<file path="src/rtl/sa_seq.sv">
// sa_seq: sequencer for one fp16 MAC systolic-array tile.
// For each job it clears the accumulators, then feeds K_LEN operand beats with
// row/column skew. It waits for the array pipeline to flush, then drains one
// result row per accepted beat. It has no datapath of its own.
// Optional build macro: SA_SEQ_ABORT_EN adds the ABORT input and ABORTED output.
module sa_seq #(
    parameter int ROWS     = 4,
    parameter int COLS     = 4,
    parameter int KW       = 8,
    parameter int PIPE_LAT = 1
) (
    input  logic                    CLK,
    input  logic                    RST,
    input  logic                    START,
    input  logic [KW-1:0]           K_LEN,
`ifdef SA_SEQ_ABORT_EN
    input  logic                    ABORT,
    output logic                    ABORTED,
`endif
    output logic                    BUSY,
    output logic                    ERR,
    output logic                    ACC_CLR,
    output logic                    FEED_EN,
    output logic [KW-1:0]           K_IDX,
    output logic [ROWS-1:0]         ROW_EN,
    output logic [COLS-1:0]         COL_EN,
    output logic                    DRAIN_VALID,
    output logic [$clog2(ROWS)-1:0] DRAIN_ROW,
    input  logic                    DRAIN_READY,
    output logic                    DONE
);

    // The last skewed PE sees its final product after ROWS-1 + COLS-1 cycles of
    // skew plus the per-PE pipeline latency.
    localparam int FLUSH_CYC = ROWS + COLS - 2 + PIPE_LAT;
    localparam int FCW       = $clog2(FLUSH_CYC + 1);
    localparam int RW        = $clog2(ROWS);
    localparam int SKMAX     = ((ROWS > COLS) ? ROWS : COLS) - 1;
    localparam int SKW       = (SKMAX < 1) ? 1 : SKMAX;

    localparam logic [2:0] S_IDLE  = 3'd0;
    localparam logic [2:0] S_CLEAR = 3'd1;
    localparam logic [2:0] S_FEED  = 3'd2;
    localparam logic [2:0] S_FLUSH = 3'd3;
    localparam logic [2:0] S_DRAIN = 3'd4;
    localparam logic [2:0] S_FIN   = 3'd5;

    logic [2:0]     state_q, state_d;
    logic [KW-1:0]  klen_q, klen_d;
    logic [KW-1:0]  kidx_q, kidx_d;
    logic [FCW-1:0] fcnt_q, fcnt_d;
    logic [RW-1:0]  row_q, row_d;
    logic           err_q, err_d;
    logic           aborted_q;
    logic [SKW-1:0] sh_q;
    logic           abort_w;

`ifdef SA_SEQ_ABORT_EN
    assign abort_w = ABORT && (state_q != S_IDLE);
    assign ABORTED = aborted_q;
`else
    assign abort_w = 1'b0;
`endif

    // Next-state and counter update; an abort overrides every other transition.
    always_comb begin
        state_d = state_q;
        klen_d  = klen_q;
        kidx_d  = kidx_q;
        fcnt_d  = fcnt_q;
        row_d   = row_q;
        err_d   = 1'b0;
        case (state_q)
            S_IDLE: begin
                if (START) begin
                    if (K_LEN != '0) begin
                        klen_d  = K_LEN;
                        state_d = S_CLEAR;
                    end else begin
                        err_d = 1'b1;
                    end
                end
            end
            S_CLEAR: begin
                kidx_d  = '0;
                state_d = S_FEED;
            end
            S_FEED: begin
                // Compare against K_LEN-1 so K_LEN = 2^KW-1 never wraps K_IDX.
                if (kidx_q == klen_q - KW'(1)) begin
                    kidx_d  = '0;
                    fcnt_d  = FCW'(FLUSH_CYC - 1);
                    state_d = S_FLUSH;
                end else begin
                    kidx_d = kidx_q + KW'(1);
                end
            end
            S_FLUSH: begin
                if (fcnt_q == '0) begin
                    row_d   = '0;
                    state_d = S_DRAIN;
                end else begin
                    fcnt_d = fcnt_q - FCW'(1);
                end
            end
            S_DRAIN: begin
                if (DRAIN_READY) begin
                    if (row_q == RW'(ROWS - 1)) begin
                        row_d   = '0;
                        state_d = S_FIN;
                    end else begin
                        row_d = row_q + RW'(1);
                    end
                end
            end
            S_FIN:   state_d = S_IDLE;
            default: state_d = S_IDLE;
        endcase
        if (abort_w) begin
            state_d = S_IDLE;
            kidx_d  = '0;
            fcnt_d  = '0;
            row_d   = '0;
        end
    end

    // FSM state, counters and the one-cycle status pulses.
    always_ff @(posedge CLK or posedge RST) begin
        if (RST) begin
            state_q   <= S_IDLE;
            klen_q    <= '0;
            kidx_q    <= '0;
            fcnt_q    <= '0;
            row_q     <= '0;
            err_q     <= 1'b0;
            aborted_q <= 1'b0;
        end else begin
            state_q   <= state_d;
            klen_q    <= klen_d;
            kidx_q    <= kidx_d;
            fcnt_q    <= fcnt_d;
            row_q     <= row_d;
            err_q     <= err_d;
            aborted_q <= abort_w;
        end
    end

    // Skew line: sh_q[i] is FEED_EN delayed i+1 cycles; it keeps shifting
    // through FLUSH so the far rows/columns still receive every beat.
    always_ff @(posedge CLK or posedge RST) begin
        if (RST) begin
            sh_q <= '0;
        end else if (abort_w) begin
            sh_q <= '0;
        end else begin
            sh_q[0] <= FEED_EN;
            for (int i = 1; i < SKW; i++) begin
                sh_q[i] <= sh_q[i-1];
            end
        end
    end

    assign BUSY        = (state_q != S_IDLE);
    assign ERR         = err_q;
    assign ACC_CLR     = (state_q == S_CLEAR);
    assign FEED_EN     = (state_q == S_FEED);
    assign K_IDX       = kidx_q;
    assign DRAIN_VALID = (state_q == S_DRAIN);
    assign DRAIN_ROW   = row_q;
    assign DONE        = (state_q == S_FIN);

    assign ROW_EN[0] = FEED_EN;
    assign COL_EN[0] = FEED_EN;
    for (genvar r = 1; r < ROWS; r++) begin : g_row
        assign ROW_EN[r] = sh_q[r-1];
    end
    for (genvar c = 1; c < COLS; c++) begin : g_col
        assign COL_EN[c] = sh_q[c-1];
    end

endmodule
</file>
<file path="config.mk">
export PLATFORM = sky130hd
export DESIGN_NAME = sa_seq
export DESIGN_NICKNAME = d
export VERILOG_FILES = /design/src/rtl/sa_seq.sv
export SDC_FILE = /design/constraint.sdc
export NUM_CORES = 1
export LEC_CHECK = 0
export CORE_UTILIZATION = 45
export DETAILED_ROUTE_END_ITERATION = 10
export HOLD_SLACK_MARGIN = 0.02
export PLACE_DENSITY = 0.83
export SETUP_SLACK_MARGIN = 0.3
export SYNTH_ARGS = -nofsm -noshare
export SYNTH_HDL_FRONTEND = slang
export SYNTH_SLANG_ARGS = --single-unit
</file>
<file path="constraint.sdc">
create_clock -name CLK -period 3.2 [get_ports CLK]
set_input_delay 0.64 -clock CLK [delete_from_list [all_inputs] [get_ports CLK]]
set_output_delay 0.64 -clock CLK [all_outputs]
set_load 0.005 [all_outputs]
</file>
* Yosys cells after proc, flatten, opt, wreduce, memory -nomap -nowiden
Cells that the tools add are included.
Word-level totals: flip-flop bits (word level) 28, input port bits 12, output and inout port bits 24, logic and storage cells 55
Cells by class: add/subtract/negate cells 4, equality and inequality tests 14, muxes and demuxes 19, reduce and logical (&&, ||, !) cells 11
Operator list (count):
- 3-bit 2-to-1 mux | 8
- 8-bit case mux with 2 select lines | 1
- 3-bit case mux with 5 select lines | 1
- 3-bit AND reduction | 3
- 8-bit by 1-bit adder with 8-bit output, second input constant | 1
- 8-bit equality test | 1
- 8-bit 2-to-1 mux | 1
- 2-bit inequality test, second input constant | 4
- 8-bit nonzero test | 1
- 8-bit by 1-bit subtractor with 8-bit output, second input constant | 1
- 3-bit by 2-bit equality test with 1-bit output, second input constant | 2
- 3-bit equality test, second input constant | 2
- 3-bit logical NOT | 2
- 2-bit 2-to-1 mux | 3
- 2-bit by 1-bit inequality test with 1-bit output, second input constant | 3
- 3-bit case mux with 2 select lines | 1
- 6-bit AND reduction | 1
- 2-bit nonzero test | 3
- 2-bit case mux with 2 select lines | 1
- 3-bit by 1-bit equality test with 1-bit output, second input constant | 1
- 1-bit 2-to-1 mux | 3
- 3-bit nonzero test | 1
- 3-bit by 1-bit subtractor with 3-bit output, second input constant | 1
- 2-bit by 1-bit adder with 2-bit output, second input constant | 1
- 2-bit equality test, second input constant | 1

* Logic depth before layout (Yosys ltp)
Gate-level depths: netlist of the first run.
word-level depth 4, gate-level depth with buffers 9, mapped depth without buffers 8

* Least setup slack after synthesis of the first run
OpenSTA, ideal clock, no wires.
path kind flip-flop to flip-flop, from register klen_q[0], to register fcnt_q[0], library setup time 0.117 ns, data arrival time 2.281 ns, data required time 3.083 ns, setup slack 0.803 ns, stages on the path, launching flop included 10, buffers on the path 1, clock period less this slack 2.397 ns, cell sequence dfrtp_1 inv_1 ha_1 clkbuf_8 o21bai_1 a211o_2 a21oi_1 o211ai_2 or4b_4 and2_4
On the way: longest elaborated chain between the ends 4
Ends and longest elaborated chain:
- from (decl) | RTL line 49 | logic [KW-1:0] klen_q, klen_d;
- from (signal assigned) | RTL line 139 | klen_q <= klen_d;
- 8-bit by 1-bit subtractor with 8-bit output | RTL line 90 | if (kidx_q == klen_q - KW'(1)) begin
- 8-bit equality test | RTL line 90
- 2-bit by 1-bit inequality test with 1-bit output (no line)
- 3-bit AND reduction (no line)
- to (signal assigned) | RTL line 141 | fcnt_q <= fcnt_d;
- to (decl) | RTL line 51 | logic [FCW-1:0] fcnt_q, fcnt_d;
No other way between the ends. A chain may end at the register's enable or synchronous reset.

* Worst setup path after layout of the first run
Same ends and word-level chain as after synthesis.

==> results of run 1 <==
routing by layer:
layer	up-vias	wire, microns	global-route usage, %
li1	646	-	-
met1	652	1560	27.8
met2	30	1660	30.5
met3	5	148	3.31
met4	0	49	6.98
met5	-	0	0
worst max-delay path: cells and delay by family, from the launching register on:
kind | cells | cell delay, ns
fa+ha+maj | 1 | 0.31
simple gates | 2 | 0.74
buf+inv | 1 | 0.09
flops | 1 | 0.47
compound gates | 4 | 0.93
flip-flops by register name, indices dropped and copies added (netlist names):
name and flops:
sh_q 3, fcnt_q 3, K_IDX 8, DRAIN_ROW 2, ERR 1, klen_q 8
state_q 3
power by group:
group	leakage [nW]	total, mW	internal, mW	switching (mW)
sequential	0.361	0.670	0.480	0.190
combinational	0.464	0.828	0.466	0.362
clock	0.0279	0.236	0.127	0.109
cells in the final DEF (no fill, tap or decap), types with 2 or more instances in the layout:
cell type and instances:
a21o_2 2, a21oi_1 3, a31oi_1 7, and2b_2 2
and3_1 2, and3b_1 2, buf_4 2, clkbuf_4 3
clkdlybuf4s50_1 35, dfrtp_1 28, ha_1 5, inv_1 12
mux2_2 6, nand2_1 18, nand2b_1 3, nand3_1 6
nand4_1 3, nor2_1 5, nor3_1 4, nor3b_1 2
nor4_1 2, o21ai_0 7, o21ai_1 2, o21bai_1 2
o22ai_1 3, o311ai_0 2, o31ai_1 2, or2_2 2
or3_1 2, xnor2_1 5, xor2_1 6
through the flow:
| step | area, sq um | util, % | std cells |
|---|---|---|---|
| 3_5_place_dp | 1980 | 58.3 | 238 |
| 3_3_place_gp | 1980 | 58.3 | 238 |
| 2_1_floorplan | 1620 | - | 164 |
| 4_1_cts | 2030 | 59.8 | 242 |
| 6_report | 2030 | 59.8 | 242 |
| 5_1_grt | 2030 | 59.8 | 242 |
Yosys cell counts (2+ instances only):
cell	number	area, sq um
nand3_1	6	30.0
mux2_2	6	67.6
o22ai_1	3	18.8
o31ai_1	2	15.0
or2_2	2	12.5
xnor2_1	5	43.8
nor3_1	4	20.0
nand2_1	18	67.6
xor2_1	6	52.6
ha_1	5	62.6
o21ai_1	2	10.0
a21o_2	2	17.5
or3_1	2	12.5
o21bai_1	2	15.0
and2b_2	2	17.5
nor4_1	2	12.5
and3_1	2	12.5
and3b_1	2	17.5
a21oi_1	3	15.0
nor2_1	5	18.8
buf_4	6	45.0
nand2b_1	3	18.8
nand4_1	3	18.8
a31oi_1	7	43.8
o311ai_0	2	17.5
nor3b_1	2	15.0
dfrtp_1	28	701
inv_1	12	45.0
o21ai_0	7	35.0
cell type report:
type,instances,area share [%]
clock buffers,3,1.11
well taps,46,2.84
repair buffers,37,18.0
clock inverters,1,1.48
multi-input cells,115,39.8
inverters,12,2.22
flip-flops and latches,28,34.5
cell families (layout without fill, tap and decap cells):
family / count (synthesis) / in the layout / synth area share, %
AND/OR/NAND/NOR: 58 / 58 / 21.2
AO/OA/AOI/OAI: 34 / 34 / 14.1
flip-flops: 28 / 28 / 43.2
buffers and inverters: 21 / 53 / 6.95
XOR/XNOR: 11 / 11 / 5.95
multiplexers: 7 / 7 / 4.79
adder cells (fa/ha/maj): 5 / 5 / 3.86
how the worst min path moves through the flow:
| stage | start | end | slack [ns] | depth (start not counted) |
|---|---|---|---|---|
| 3_3_place_gp | sh_q[1] | sh_q[2] | 0.38 | 0 |
| 2_1_floorplan | sh_q[0] | sh_q[1] | 0.40 | 0 |
| 5_1_grt | sh_q[0] | sh_q[1] | 0.43 | 0 |
| 3_5_place_dp | sh_q[0] | sh_q[1] | 0.39 | 0 |
| 4_1_cts | sh_q[0] | sh_q[1] | 0.42 | 0 |
| 6_report | sh_q[0] | sh_q[1] | 0.41 | 0 |
==> results.md, run 1 <==
- Delay of the slowest cell on the worst path: ~0.59 ns
- PnR worst setup slack: 0.564 ns
- Hold Vio Cnt, Final: 0
- Worst hold margin: between 0.4 and 0.5 ns
- H-tree depth: 1
- Final TNS setup: 0 ns
- Setup Fix Bufs, Post-CTS: 0
- Worst slew pin tran: roughly 0.77 ns
- CTS tree: built
- Critical path class: reg2reg
- Layout cell share with drive strength beyond 1: between 10% and 20%
- CTS Buffer Depth: 2
- First-pass GRT wire length: between 5 and 6 mm
- Clk Latency, worst-skew pair: between 0.3 and 0.4 ns
- Die area: 3840 sq um
- DRT Pass-1 Iters: 4
- Crit path DAT: ~2.9 ns
- Leak: roughly 0.85 nW
- Layout-stage area growth over the synthesis result: 25.2%
- Period utilisation layout: 82.4%
- Starting Density: approximately 48%
- All-layer global routing usage: 19.7%
- Port Buffers: 35
- RR Startpoint: klen_q[0]
- Syn nets: between 150 and 200
- Routability Congestion: around 0.86
- Most common flop cell mapped by yosys: dfrtp_1
- Horiz. Die Dim: just over 60 microns
- CTS Hold Bufs: 0
- Post-Syn Area per Cell: 9.88 sq um
- Antenna violations before repair: 0
- Dpl hpwl: ~2.5 mm
- Total power: between 1.5 and 2 mW
- R2r endpoint: fcnt_q[0]
- # IOs: 36
- Largest net degree at the start of global routing: 29
- Die height: just over 60 microns
- WP data required: ~3.5 ns
- Period minus WS final: 2.64 ns
- Multi-input logic area: approximately 810 sq um
- Total number of vias: 1,333
- Synthesized area: 1620 sq um
- Routed len/inst: 14.1 microns
- Initial drt markers: 97
- Worst-path fanout max: 9
- Register-to-register setup slack: 0.56 ns
- Pwr dens: 855 nW/um^2
- IR drop worst, VDD: roughly 470 uV
- Number of enable flip-flop cells after synthesis: 0
- FF/Latch Area: between 700 and 800 sq um
- CORE AREA: between 3000 and 4000 sq um
- Max_cap viols: 0
- Final ANT Viol Nets: 0
- Fmax: ~380 MHz
- Vias in the first global route: ~1,200
- CP endpoint kind: flop
- Final setup vio count: 0
- Reg2reg path depth: 8
- Layout Nets: between 200 and 250
- Post-cts resize count: 0
- GRT overflow: 0
- Vias/cell: about 5.5
- Slew HR: between 40% and 50%
- Root Driver: clkbuf_4
- RSZ-0062 raised after global routing: false
- Pre-CTS setup slack: approximately 0.62 ns
- Fill count: about 270
- Antenna cells: 0
- Crit-path cells: inv_1, ha_1, o21bai_1, a211o_2, a21oi_1, o211ai_2, or4b_4, and2_4
- Synth Instances: 164
- Crit path capture: fcnt_q[0]
- Hold WC Path Type: reg2reg
- Ys async rst share: 100%
- Routed WL: 3.41 mm
- Num Clock Sinks: 28
- Clk slew on worst S/H paths: 0.16 ns
- Slew Viols, Final: 0
- Startpoint types: flop
- Synth cell types: between 40 and 50
- Synthesized flop and latch total: 28
- Worst Setup SP: klen_q[0]
- Seq/Total Area, Yosys: 43.2%
- Num rows: 21
- Layout Skew: 0.0102 ns
- Critical path's slowest cell: or4b_4
- Syn. warnings: 0
- Status: completed
- Residual DRC: 0
- CTS buffer count: 3
Note: power is estimated with default switching activity, not from simulation.
==> run 2: changes to the inputs <==
PLACE_DENSITY = 0.86   (was 0.83)
clock period = 2.3 ns   (was 3.2 ns; I/O delays follow)
==> run 2 against run 1 <==
  * Non-clock buffer count increased by 27
  * Die area is the same
  * Power grew 75%
  * Sequential power rose by 34%
  * Via count is 15% higher
  * Worst setup slack lost 0.44 ns
  * Worst hold slack is essentially flat
  * Routed wire length up 32%
  * Critical path type unchanged
  * Largest power group unchanged
==> results.md, run 2 (synthesis gave the netlist of run 1 again) <==
- Initial drt markers: between 100 and 150
- Vias/cell: about 5.7
- Largest net degree at the start of global routing: 29
- Sw Pwr: between 1 and 1.5 mW
- Root Driver: clkbuf_4
- Worst Min Path Start: sh_q[0]
- Internal: around 1.8 mW
- Fmax: ~460 MHz
- RR Startpoint: klen_q[1]
- CTS Buffer Depth: 2
- Period minus WS final: 2.18 ns
- Layout-stage area growth over the synthesis result: 47.7%
- DRT Pass-1 Iters: 4
- H-tree depth: 1
- RSZ-0062 raised after global routing: true
- Final ANT Viol Nets: 0
- Worst slew pin tran: between 0.4 and 0.5 ns
- Dpl cells: around 240
- Residual DRC: 0
- GRT overflow: 0
- CTS buffer count: 3
- All-layer global routing usage: between 20% and 30%
- Multi-input logic area: 951 sq um
- Leak: roughly 1.1 nW
- Slew HR: slightly below 70%
- Die area: 3840 sq um
- Max_cap viols: 0
- Period utilisation layout: a little over nine tenths
- M3 GR Usage: 3.11%
- Hold WC Path Type: reg2reg
- Clk slew on worst S/H paths: 0.15 ns
- Routability Congestion: between 0.8 and 0.9
- Hold EP: sh_q[1]
- Crit path DAT: 2.43 ns
- PnR worst setup slack: around 0.12 ns
- Final Instance Area: 2390 sq um
- Placed Area: just over 2000 sq um
- Total power: between 3 and 4 mW
- Met2 usage: 39.1%
- Num Clock Sinks: 28
- GR peak layer: met2
- CTS tree: built
- Clock share of power: roughly 11%
- FF/Latch Area: between 700 and 800 sq um
- Port Buffers: 35
- Vias in the first global route: between 1,000 and 1,500
- Non-Filler Instances: about 270
- WP data required: roughly 2.6 ns
- Combinational share of power: between 50% and 60%
- Status: completed
- Leading cell types in the layout, fill and taps excluded: clkdlybuf4s50_1 (29), buf_4 (25), dfrtp_1 (22)
- Starting Density: a little under half
- Layout cell share with drive strength beyond 1: ~35%
- Antenna violations before repair: 0
- Worst-path fanout max: 6
- Sequential share of power: slightly below 30%
- Pre-CTS setup slack: 0.0369 ns
- Layout Nets: between 200 and 250
- WHS Path Cells: 0
- Clk Latency, worst-skew pair: ~0.35 ns
- CORE AREA: about 3400 sq um
- Horiz. Die Dim: between 60 and 70 microns
- Register-to-register setup slack: about 0.12 ns
- Routed len/inst: around 17 microns
- Slew Viols, Final: 0
- Dpl hpwl: around 2.6 mm
- Hold Vio Cnt, Final: 0
- Routed WL: roughly 4.5 mm
- Layout Skew: around 0.016 ns
- Switching Fraction: roughly 39%
- Total number of vias: approximately 1,500
- Critical path class: reg2reg
- # IOs: 36
- Reg2reg path depth: 8
- IR drop worst, VDD: about 620 uV
- Met1 Track Usage GR: between 20% and 30%
- R2r endpoint: fcnt_q[0]
- Num rows: 21
- First-pass GRT wire length: ~6.3 mm
- Antenna cells: 0
- Most common cell after layout, fill and taps aside: clkdlybuf4s50_1
- Die height: 62.0 microns
- Final setup vio count: 0
- Startpoint types: flop
- CP endpoint kind: flop
- Fill count: approximately 220
- Pwr dens: approximately 1300 nW/um^2
-- run 2: worst max path at each step --
| stage | to | from | slack, ns |
|---|---|---|---|
| 5_1_grt | fcnt_q[0] | klen_q[1] | 0.1 |
| 3_3_place_gp | fcnt_q[0] | klen_q[1] | 0.11 |
| 2_1_floorplan | fcnt_q[0] | klen_q[0] | -0.05 |
| 4_1_cts | DRAIN_VALID | state_q[0] | 0.17 |
| 3_5_place_dp | fcnt_q[0] | klen_q[1] | 0.04 |
| 6_report | fcnt_q[0] | klen_q[1] | 0.12 |
-- run 2: through the flow --
stage	hold WS [ns]	util [%]	setup TNS, ns
floorplan	0.397	-	-0.0465
global placement	0.380	59.6	0
detailed placement	0.383	59.6	0
CTS	0.417	66.2	0
global route	0.429	70.6	0
finish	0.414	70.6	0
-- run 2: metal layers --
metal,up-vias,wire [microns]
li1,698,-
met1,755,1870
met2,63,2290
met3,17,189
met4,0,142
met5,-,0
-- run 2: area by class of cell --
cell class	count	share of cell area (%)
Tap cell	46	2.40
Timing Repair Buffer	64	24.2
Clock inverter	1	1.25
Sequential cell	28	29.6
Multi-Input combinational cell	115	39.7
Inverter	12	1.88
Clock buffer	3	0.941
-- run 2: worst max-delay path, stage by stage, from the launching register on --
cell      delay [ns]
dfrtp_1         0.41
inv_2           0.07
ha_4            0.18
o21bai_4        0.18
a211o_2         0.31
a21oi_2         0.13
o211ai_2        0.11
or4b_4          0.54
and2_4          0.16
-- run 2: repair_timing --
| item | 4_1_cts | 5_1_grt |
|---|---|---|
| setup buffers | 13 | 9 |
| setup endpoints to repair | 19 | 16 |
| gates cloned | 0 | 0 |
| hold endpoints to repair | 0 | 0 |
| hold buffers | 0 | 0 |
| pin swaps | 6 | 14 |
| gates resized for setup | 27 | 23 |
-- run 2: power groups by stage --
stage,Clock (mW),Combinational (mW),Sequential (mW)
floorplan,0,0.846,0.855
global placement,0,1.21,0.905
detailed placement,0,1.25,0.914
CTS,0.336,1.53,0.897
global route,0.355,1.93,0.920
finish,0.334,1.80,0.899
==> run 3: changes to the inputs <==
SLEW_MARGIN = 0   (was default)
==> results of run 3 <==
The final DEF is identical to that of run 2; final timing and power are the same.
==> RTL change 1: new RTL, flow settings as in run 1 <==
The output `ERR` loses its register stage (`err_q` becomes a continuous assignment).
--- a/src/rtl/sa_seq.sv
+++ b/src/rtl/sa_seq.sv
@@ -132,7 +132,6 @@
             kidx_q    <= '0;
             fcnt_q    <= '0;
             row_q     <= '0;
-            err_q     <= 1'b0;
             aborted_q <= 1'b0;
         end else begin
             state_q   <= state_d;
@@ -140,10 +139,11 @@
             kidx_q    <= kidx_d;
             fcnt_q    <= fcnt_d;
             row_q     <= row_d;
-            err_q     <= err_d;
             aborted_q <= abort_w;
         end
     end
+
+    assign err_q = err_d;
 
     // Skew line: sh_q[i] is FEED_EN delayed i+1 cycles; it keeps shifting
     // through FLUSH so the far rows/columns still receive every beat.
Behaviour: not the same (Yosys sat finds a counterexample within 4 cycles, from zero or initial values and one cycle with RST high).
==> RTL change 1 against run 1 <==
First-iteration DRC count is 26% lower; largest power group unchanged; sequential cell count down 1; final area decreased by 1.7%; power down 5.5%; synthesized area is 1.5% lower; critical path depth shrank 3; setup slack got worse by 190 ps; sequential power fell by 2%; routed wire length down 0.76%.
==> RTL change 1: results <==
[status]
outcome = "completed"

[drt]
via_per_inst = 5.35
drc = 0
drt_iter0_drc = 72
postRouteAntennaNets = 0
drt-wirelength-per-cell_microns = 14.0

[power]
vdd_drop_max_uv = 362
p_leak_nw = 0.826

[cells_and_area]
drive_gt1_frac = 0.133
final_net_count = 213

[placement]
routabilityCongestion = 0.764
dp_hpwl_microns = 2530
dp_slack_ps = 289

[logic_synthesis]
synth.mux.area_fraction = 0.0486
synthAdderAreaFrac = 0.0392
syn-num-nets = 180
synth_xor_area_frac = 0.0604
ys_seq_area_frac = 0.424
synth_common_cells = "27 x dfrtp_1, 18 x nand2_1, 12 x inv_1"
yosys_warnings = 0
synth-compound-area-share = 0.143
synth_area_leaders = "dfrtp_1 42%, nand2_1 4.2%, mux2_2 4.2%, ha_1 3.9%, xor2_1 3.3%"

[global_routing]
grt_pass1_vias = 1153
grt_usage = 0.187
grt_pass1_wl_microns = 5110
grt_max_degree = 28

[setup_path]
cpPeakStageDelay_ps = 510
crit_fanout = 2
reg2reg_slack_ps = 580
arrival_ps = 2190
crit_path_top_delay_cell = "clkdlybuf4s50_1"

[timing]
setup_ws_ps = 370
slew_headroom = 0.496
clock_skew_ps = 3.73

[clock_tree]
clk_path_buf_depth = 2
htreeDepth = 1
root_buffer = "clkbuf_4"
==> RTL change 1: changes by cell type after synthesis, sizes merged <==
cell   before  now
dfrtp      28   27
==> RTL change 1: timing repair <==
item / in CTS / in global routing
pin swaps: 0 / 1
cloned: 0 / 0
gates resized for setup: 1 / 1
hold endpoints to repair: 0 / 0
endpoints found under the setup margin: 1 / 1
buffers inserted: 0 / 0
==> RTL change 1: final cells by class <==
class,count,area (sq um)
inverters,12,45.0
clock buffers,3,22.5
flip-flops and latches,27,676
well taps,46,57.6
repair buffers,37,365
clock inverters,1,7.51
multi-input cells,115,820
fillers,290,1370
==> RTL change 1: worst max-delay path: cells and delay by family <==
| kind | cells | cell delay [ps] |
|---|---|---|
| buf+inv | 2 | 950 |
| simple gates | 3 | 600 |
==> RTL change 1: worst max-delay path by stage <==
stage	from	endpoint	cells after the start
finish	K_LEN[4]	ERR	5
global route	K_LEN[4]	ERR	5
CTS	K_LEN[4]	ERR	5
detailed placement	K_LEN[1]	ERR	5
global placement	K_LEN[7]	ERR	5
floorplan	klen_q[0]$_DFFE_PP0P_	fcnt_q[0]$_DFFE_PP0P_	9
==> RTL change 1: power by group <==
part	internal, mW	total, mW	leakage [nW]	switching (mW)
registers	0.467	0.659	0.347	0.192
clock network	0.0479	0.156	0.0139	0.108
logic	0.465	0.823	0.465	0.358
total	0.980	1.64	0.826	0.658
==> RTL change 1: cell families (layout without fill, tap and decap cells) <==
family                     Yosys count  after routing
and+or+nand+nor                     58             58
muxes                                7              7
adders and majority gates            5              5
DFF                                 27             27
xor gates and xnor gates            11             11
buffers and inverters               21             53
AOI/OAI and AO/OA                   34             34
==> RTL change 1: metrics by stage <==
step | instance area (sq um) | total power, mW | utilization | std cells | hold slack (ps)
2_1_floorplan | 1600 | 1.20 | - | 163 | 397
4_1_cts | 1990 | 1.65 | 0.591 | 241 | 420
6_report | 1990 | 1.64 | 0.593 | 241 | 416
3_5_place_dp | 1950 | 1.49 | 0.580 | 237 | 386
3_3_place_gp | 1950 | 1.47 | 0.580 | 237 | 386
5_1_grt | 1990 | 1.77 | 0.593 | 241 | 441
==> RTL change 1: metal layers <==
layer	GRT usage	wire, microns	share of wire	vias up
li1	-	-	-	642
met1	0.240	1570	0.46	607
met2	0.312	1620	0.48	35
met3	0.0315	150	0.044	5
met4	0.0762	44	0.013	0
met5	0	0	0	-
==> RTL change 2: new RTL, settings of run 1 <==
Without the edit above. The option `SA_SEQ_ABORT_EN` is turned on by a define.
--- a/src/rtl/sa_seq.sv
+++ b/src/rtl/sa_seq.sv
@@ -3,6 +3,8 @@
 // row/column skew. It waits for the array pipeline to flush, then drains one
 // result row per accepted beat. It has no datapath of its own.
 // Optional build macro: SA_SEQ_ABORT_EN adds the ABORT input and ABORTED output.
+`define SA_SEQ_ABORT_EN
+
 module sa_seq #(
     parameter int ROWS     = 4,
     parameter int COLS     = 4,
Ports: changed (added ABORT and ABORTED); port bits go from 36 to 38. The function was not compared with the original's and may differ.
==> RTL change 2 against run 1 <==
Setup slack lost 100 ps; final area up 10%; routed wire length rose by 7.4%; sequential cell count increased by 1; critical path type is now flip-flop to primary output; synthesized area rose by 7.8%; count of clock-buffer cells in the layout increased by 2; maximum frequency fell by 3.7%; worst hold slack gained 89 ps; power down 5.4%.
==> RTL change 2: results <==
[timing]
max_freq_mhz = 365
slew_headroom = 0.484
clock_skew_ps = 9.42

[clock_tree]
clkTransAtPathRegs_ps = 70
worstSkewPairLatency_ps = 290
root_buffer = "clkbuf_8"
htreeDepth = 2
numCtsBuffers = 5

[setup_path]
endpoint = "COL_EN[0]"
cpPeakStageDelay_ps = 680
crit_fanout = 10
worst_path_dominant_cell_family = "simple AND/OR/NAND/NOR gates"
startpoint = "state_q[1]$_DFFE_PP0P_"
r2r_end = "K_IDX[2]$_DFFE_PP0P_"
arrival_ps = 2100

[global_routing]
grt_pass1_vias = 1325
grt_usage = 0.201
grt_pass1_wl_microns = 6270
grt_max_degree = 30

[logic_synthesis]
avgSynthCellArea_sq_um = 9.44
yosysUniqueCellTypes = 50
synth_area_leaders = "dfrtp_1 42%, ha_1 3.6%, mux2_2 3.2%, nand2_1 3.0%, nor2_1 3.0%"
syn-num-nets = 203
synth_common_cells = "29 x dfrtp_1, 14 x nand2_1, 14 x nor2_1"
ys_seq_area_frac = 0.415
synth.mux.area_fraction = 0.0451
synth-compound-area-share = 0.183
synthAdderAreaFrac = 0.0358

[drt]
wirelength_microns = 3670
drt-wirelength-per-cell_microns = 13.5
vias = 1511

[worst_hold_path]
hold_start = "fcnt_q[1]$_DFFE_PP0P_"

[placement]
port_buffers = 37
dp.cells = 264
dp_hpwl_microns = 2740
routabilityCongestion = 0.855

[cells_and_area]
final_net_count = 241

[power]
swShare = 0.396
vdd_drop_max_uv = 482

[status]
outcome = "completed"

[floorplanning]
rows = 22
[RTL change 2: stage by stage]
step,hold slack [ps],cell area [sq um]
after floorplan,464,1750
after global placement,478,2150
after detailed placement,486,2150
after CTS,501,2230
after global routing,528,2230
final,503,2230
[RTL change 2: how the worst min path moves through the flow]
stage	end	slack [ps]	depth (start not counted)
after floorplan	fcnt_q[1]$_DFFE_PP0P_	460	1
after global placement	fcnt_q[1]$_DFFE_PP0P_	480	1
after detailed placement	fcnt_q[1]$_DFFE_PP0P_	490	1
after CTS	fcnt_q[1]$_DFFE_PP0P_	500	1
after global routing	sh_q[1]$_DFF_PP0_	530	1
final	fcnt_q[1]$_DFFE_PP0P_	500	1
[RTL change 2: final cells by class]
type / instances / area, sq um
clock buffer: 5 / 68.8
clock inverter: 3 / 17.5
timing repair buffer: 40 / 393
fill: 339 / 1460
tap: 48 / 60.1
sequential: 29 / 726
inverter: 13 / 48.8
multi-input combinational: 134 / 920
[RTL change 2: worst register-to-register path: cells and delay by family, from the launching register on]
family	cells	cell delay (ps)
buffers and inverters	1	90
flip-flops	1	450
AND/OR/NAND/NOR	1	160
AO/OA/AOI/OAI	5	1490
adder cells (fa/ha/maj)	1	290
[RTL change 2: power groups by stage]
stage                     clock, mW  sequential [mW]  combinational (mW)
after floorplan                   0            0.565               0.531
after global placement            0            0.606               0.713
after detailed placement          0            0.617               0.735
after CTS                     0.300            0.613               0.738
after global routing          0.322            0.634               0.819
final                         0.294            0.615               0.730
[RTL change 2: cells by family after synthesis]
family,count (synthesis)
DFF,29
xor gates and xnor gates,9
muxes,7
adders and majority gates,5
buffers and inverters,22
AOI/OAI and AO/OA,42
and+or+nand+nor,71
[RTL change 2: layer usage]
metal | part of all wire | GRT usage | vias to the layer above
li1 | - | - | 736
met1 | 0.47 | 0.268 | 693
met2 | 0.46 | 0.312 | 71
met3 | 0.059 | 0.0589 | 11
met4 | 0.015 | 0.0639 | 0
met5 | 0 | 0 | -
